<file path="src/rtl/deadlock_watchdog_monitor.sv">
// Kernel deadlock watchdog: flags a stall that persists for a programmable number of cycles, then snapshots and counts it.
// Latency: block and block_pulse rise the cycle after the eff_thr-th consecutive stall cycle; all outputs are registered.
// Backpressure: none, pure observer. Defining DEADLOCK_MON_MAXSTALL_EN adds the max_stall output.
module deadlock_watchdog_monitor #(
  parameter int NUM_INST  = 5,
  parameter int NUM_AXIS  = 2,
  parameter int TIMEOUT_W = 16,
  parameter int EVT_W     = 8,
  parameter int STICKY    = 1
) (
  input  logic                 kernel_monitor_clock,
  input  logic                 kernel_monitor_reset,
  input  logic                 enable,
  input  logic                 clear,
  input  logic [TIMEOUT_W-1:0] threshold,
  input  logic [NUM_AXIS-1:0]  axis_block_sigs,
  input  logic [NUM_INST-1:0]  inst_idle_sigs,
  input  logic [NUM_INST-1:0]  inst_block_sigs,
  output logic                 block,
  output logic                 block_pulse,
  output logic [TIMEOUT_W-1:0] stall_cnt,
  output logic [NUM_INST-1:0]  inst_snapshot,
  output logic [NUM_AXIS-1:0]  axis_snapshot,
  output logic [EVT_W-1:0]     event_cnt
`ifdef DEADLOCK_MON_MAXSTALL_EN
  ,
  output logic [TIMEOUT_W-1:0] max_stall
`endif
);

  typedef enum logic [0:0] {WATCH = 1'b0, HIT = 1'b1} state_t;

  state_t               state;
  state_t               state_nxt;
  logic                 cand;
  logic                 detect;
  logic                 enter_hit;
  logic [TIMEOUT_W-1:0] eff_thr;
  logic [TIMEOUT_W:0]   cnt_inc;

  // An all-idle kernel with nothing blocked has simply finished; it is not a stall.
  assign cand = enable & (&(inst_idle_sigs | inst_block_sigs))
              & ((|inst_block_sigs) | (|axis_block_sigs));

  assign eff_thr   = (threshold == '0) ? {{(TIMEOUT_W-1){1'b0}}, 1'b1} : threshold;
  assign cnt_inc   = {1'b0, stall_cnt} + {{TIMEOUT_W{1'b0}}, 1'b1};
  assign detect    = cand & (cnt_inc >= {1'b0, eff_thr});
  assign enter_hit = (state == WATCH) & detect & ~clear;

  always_ff @(posedge kernel_monitor_clock) begin
    if (kernel_monitor_reset) begin
      state <= WATCH;
    end else begin
      state <= state_nxt;
    end
  end

  always_comb begin
    state_nxt = state;
    case (state)
      WATCH: begin
        if (detect && !clear) begin
          state_nxt = HIT;
        end
      end
      HIT: begin
        if (clear || ((STICKY == 0) && !cand)) begin
          state_nxt = WATCH;
        end
      end
      default: state_nxt = WATCH;
    endcase
  end

  always_comb begin
    block = (state == HIT);
  end

  always_ff @(posedge kernel_monitor_clock) begin
    if (kernel_monitor_reset) begin
      stall_cnt <= '0;
    end else if (clear || !cand) begin
      stall_cnt <= '0;
    end else if (stall_cnt != {TIMEOUT_W{1'b1}}) begin
      stall_cnt <= stall_cnt + 1'b1;
    end
  end

  // Snapshots and the event counter only move on the WATCH->HIT edge; clear leaves them alone.
  always_ff @(posedge kernel_monitor_clock) begin
    if (kernel_monitor_reset) begin
      block_pulse   <= 1'b0;
      inst_snapshot <= '0;
      axis_snapshot <= '0;
      event_cnt     <= '0;
    end else begin
      block_pulse <= enter_hit;
      if (enter_hit) begin
        inst_snapshot <= inst_block_sigs;
        axis_snapshot <= axis_block_sigs;
        if (event_cnt != {EVT_W{1'b1}}) begin
          event_cnt <= event_cnt + 1'b1;
        end
      end
    end
  end

`ifdef DEADLOCK_MON_MAXSTALL_EN
  always_ff @(posedge kernel_monitor_clock) begin
    if (kernel_monitor_reset || clear) begin
      max_stall <= '0;
    end else if (stall_cnt > max_stall) begin
      max_stall <= stall_cnt;
    end
  end
`endif

endmodule

</file>
<file path="config.mk">
export PLATFORM = sky130hd
export DESIGN_NAME = deadlock_watchdog_monitor
export DESIGN_NICKNAME = d
export VERILOG_FILES = /design/src/rtl/deadlock_watchdog_monitor.sv
export SDC_FILE = /design/constraint.sdc
export NUM_CORES = 1
export LEC_CHECK = 0
export BUFFER_PORTS_ARGS = -buffer_cell sky130_fd_sc_hd__buf_2
export CORE_MARGIN = 8
export CORE_UTILIZATION = 45
export CTS_CLUSTER_DIAMETER = 50
export DETAILED_ROUTE_END_ITERATION = 8
export GPL_TIMING_DRIVEN = 0
export PLACE_DENSITY_LB_ADDON = 0.2
export SETUP_SLACK_MARGIN = 0.05
export SLEW_MARGIN = 10
export SYNTH_ARGS = -nofsm -noshare
export SYNTH_HDL_FRONTEND = slang
export SYNTH_SLANG_ARGS = --single-unit
</file>
<file path="constraint.sdc">
create_clock -name kernel_monitor_clock -period 4.05 [get_ports kernel_monitor_clock]
set_clock_uncertainty 0.1 [all_clocks]
set_input_delay 0.81 -clock kernel_monitor_clock [delete_from_list [all_inputs] [get_ports kernel_monitor_clock]]
set_output_delay 0.81 -clock kernel_monitor_clock [all_outputs]
set_load 0.05 [all_outputs]
</file>
==> impl_summary.txt <==
----------------------------------------------------
[Route]
  Detailed Routing Iterations Pass 1 ... 4
  Drt total wl ... 5430 um
  Vias ... 2025
  Routed len/inst ... 14.4 um
  Post-route antenna net violation count ... 0
  DRC marker count from the first detailed-route iteration ... 117
  Number of design rule violations left after detail routing ... 0
  Average via count per standard cell ... 5.39

[Floorplanning]
  Std-Cell Core Area ... 4380 um^2
  Die footprint ... 7030 um^2
  Starting Density ... 0.472
  Site Rows ... 24
  Die width ... 83.8 um
  Vertical die dimension ... 83.8 um
  I/O pin count ... 65

[Pwr]
  Switching power of the nets ... 147 uW
  Total Power Consumption ... 613 uW
  Flop pwr share ... 0.530
  Leak Pwr ... 0.00126 uW
  Power per cell area ... 240 nW/um^2
  Gate power share ... 0.081
  Share of total power in the clock network ... 0.389
  Max rail drop VDD ... 0.170 mV
  Int Pwr ... 467 uW
  Switching part of the total ... 0.239

[Global route]
  Global-route wire length before repair ... 9360 um
  Via count of the first global-routing pass ... 2097
  Overall track demand over capacity in global routing ... 0.155
  Overflow left after global routing ... 0
  Initial antenna violation count ... 0
  Maximum number of pins on one net before global-route repair ... 11

[Clock network]
  Insertion delay of the later-clocked pin in the worst-skew pair ... 280 ps
  Clock slew seen by the registers of the worst setup and hold paths ... 60 ps
  Clock buffer depth ... 2
  Depth of the CTS H-tree ... 2
  Post-cts hold buffer count ... 0
  # clock sinks ... 33
  CTS buffer count ... 5
  Clock Root Buffer ... clkbuf_8
  Clock tree from TritonCTS ... yes

[Yosys]
  Most common library cells after synthesis ... inv_1, dfxtp_1, a21oi_1
  Most used flip-flop cell after synthesis ... dfxtp_1
  Cell types with the largest area share after synthesis ... dfxtp_1, ha_1, inv_1
  Mux cell area share after synthesis ... 0.0151
  Share of async-settable or async-resettable flops after synthesis ... 0
  Dominant cell type by area after synthesis ... dfxtp_1
  Seq/Total Area, Yosys ... 0.319
  Largest family of logic cells by synthesized area ... simple AND/OR/NAND/NOR gates
  Most common cell in the synthesized netlist ... inv_1
  Adder-cell area share of the yosys netlist ... 0.109
  Compound-Gate Fraction of Synth Area ... 0.163
  Mean Syn Cell Area ... 8.18 um^2
  Fraction of synthesized cell area in xor and xnor cells ... 0.0634
  Distinct cell type count after synthesis ... 44
  Number of synthesized flops with an enable pin ... 0
  Number of warning messages in the yosys log ... 0
  Register bit total from synthesis ... 33
  Cells after synthesis ... 253
  Area share of the leading cell type in the synthesized netlist ... 0.319
  Cell area after synthesis ... 2070 um^2
  Synthesized Nets ... 303
  Area share of and/or/nand/nor cells after synthesis ... 0.244

[Critical path]
  Sequence of cells on the critical path ... nand4_2 > or2_1 > nor2_1 > nand3_1 > xor2_1 > inv_1 > ha_1 > nand4_1 > o41ai_1 > a221oi_1 > o311a_4 > buf_6 > or4_1 > a21oi_1
  Crit end category ... flip-flop
  Sort of element at the start of the critical path ... flip-flop
  Top cell family by delay on the critical path ... simple AND/OR/NAND/NOR gates
  Critical path class ... flip-flop to flip-flop
  CP max stage cell ... or4_1
  Path length in cells of the critical path ... 14
  RR Endpoint ... event_cnt[4]
  R2R Setup Slk ... 320 ps
  Combined buffer and inverter count along the critical path ... 2
  Data required time at the worst endpoint ... 4160 ps
  Reg2reg start ... stall_cnt[5]
  Maximum fanout along the worst path ... 10
  Reg2reg path depth ... 14
  Critical Path End ... event_cnt[4]
  CP peak stage delay ... 520 ps
  Arrival time of the worst setup path ... 3840 ps
  Timing startpoint of the critical path ... stall_cnt[5]

[Layout]
  Layout Nets ... 373
  Post-route cell area ... 2550 um^2
  Final antenna diode count ... 0
  Final cell utilization of the core ... 0.582
  Area delta synth->final ... 23.1%
  Fraction of layout instances using a drive strength above 1 ... 0.247
  Fillcell total ... 428

[Status]
  Outcome ... completed

[Timing]
  Timing-limited maximum frequency ... 0.268 GHz
  Unrepaired setup endpoints after global routing ... false
  Worst rel slew slack ... 0.479
  Final number of hold-violating endpoints ... 0
  Total negative slack for setup checks ... 0 ps
  Slew Limit Fails ... 0
  Least-Margin Pin Slew ... 781 ps
  Worst setup margin ... 318 ps
  Clock period minus worst slack ... 3730 ps
  Final worst path period share ... 0.922
  Number of endpoints failing setup at the final stage ... 0

[Hold path]
  Path category of the worst min-delay check ... flip-flop to flip-flop

[Placed design]
  DP Area ... 2450 um^2
  Final RePlAce weighted congestion ... 0.804
  Pre-CTS WS ... 216 ps
  Detailed-placement wirelength estimate ... 4310 um
  Buffers on Ports ... 63

[Run]
  Max-cap violation count ... 0

----------------------------------------------------
[metrics by stage]
step	hold slack (ps)	cells
after CTS	367	376
after global routing	382	376
after floorplan	588	253
after detailed placement	356	368
final	364	376
after global placement	349	368
[worst min path at each step]
stage | from | endpoint | slack (ps) | cells past startpoint
after floorplan | inst_snapshot[0] | inst_snapshot[0] | 590 | 2
after global placement | inst_snapshot[0] | inst_snapshot[0] | 350 | 2
after detailed placement | axis_snapshot[1] | axis_snapshot[1] | 360 | 2
after CTS | axis_snapshot[1] | axis_snapshot[1] | 370 | 2
after global routing | inst_snapshot[1] | inst_snapshot[1] | 380 | 2
final | inst_snapshot[3] | inst_snapshot[3] | 360 | 2
[kinds of logic (layout without fill, tap and decap cells)]
logic type                 after synthesis  in the layout
DFF                                     33             33
muxes                                    3              3
buffers and inverters                   44            115
adders and majority gates               18             18
AOI/OAI and AO/OA                       53             53
and+or+nand+nor                         87             87
xor gates and xnor gates                15             15
[worst min-delay path, delay by kind of cell, from the launching register on]
family	cells	cell delay, ps
AOI/OAI and AO/OA	1	50
DFF	1	310
and+or+nand+nor	1	60
[routing by layer]
layer / up-vias / track usage / part of all wire / wire length (um)
met2: 56 / 0.258 / 0.46 / 2470
met5: - / 0 / 0 / 0
met1: 918 / 0.178 / 0.47 / 2530
met3: 5 / 0.0605 / 0.071 / 383
li1: 1046 / - / - / -
met4: 0 / 0.0440 / 0.0072 / 39
[layout make-up]
| class | count | area, um^2 | share of cell area |
|---|---|---|---|
| timing repair buffer | 63 | 315 | 0.124 |
| tap | 52 | 65.1 | 0.0255 |
| inverter | 35 | 131 | 0.0515 |
| buffer | 9 | 48.8 | 0.0191 |
| sequential | 33 | 662 | 0.260 |
| clock inverter | 2 | 10.0 | 0.00393 |
| multi-input combinational | 176 | 1240 | 0.488 |
| clock buffer | 6 | 72.6 | 0.0285 |
[state kept, by name (all words and copies together) (netlist names)]
signal,flops
block_pulse,1
axis_snapshot,2
block,1
event_cnt,8
stall_cnt,16
inst_snapshot,5
[cells in the final DEF, fill, tap and decap left out, drive strengths merged, types with 2 or more instances in the layout]
cell     n
nand2    9
ha      18
a21oi   23
inv     35
nand3   10
or2      3
o21ai   11
xor2     6
xnor2    9
nor4     5
nand4    7
nor3     5
a211oi   2
nor2b    2
nand4b   7
clkinv   2
buf     65
a31oi    2
o31ai    4
and4     2
mux2i    2
dfxtp   33
nand2b  10
nor2    17
clkbuf  13
or4      6
and3     3
[timing repair]
action,4_1_cts,5_1_grt
endpoints found under the setup margin,0,14
resized for setup,0,3
buffers inserted,0,0
endpoints found under the hold margin,0,0
[power by group through the flow]
stage / clock (uW) / combinational [uW] / sequential (uW)
3_3_place_gp: 0 / 47.9 / 332
2_1_floorplan: 0 / 24.0 / 333
3_5_place_dp: 0 / 49.0 / 332
5_1_grt: 262 / 56.1 / 325
6_report: 238 / 49.6 / 325
4_1_cts: 242 / 49.5 / 325
Note: power is estimated with default switching activity, not from simulation.
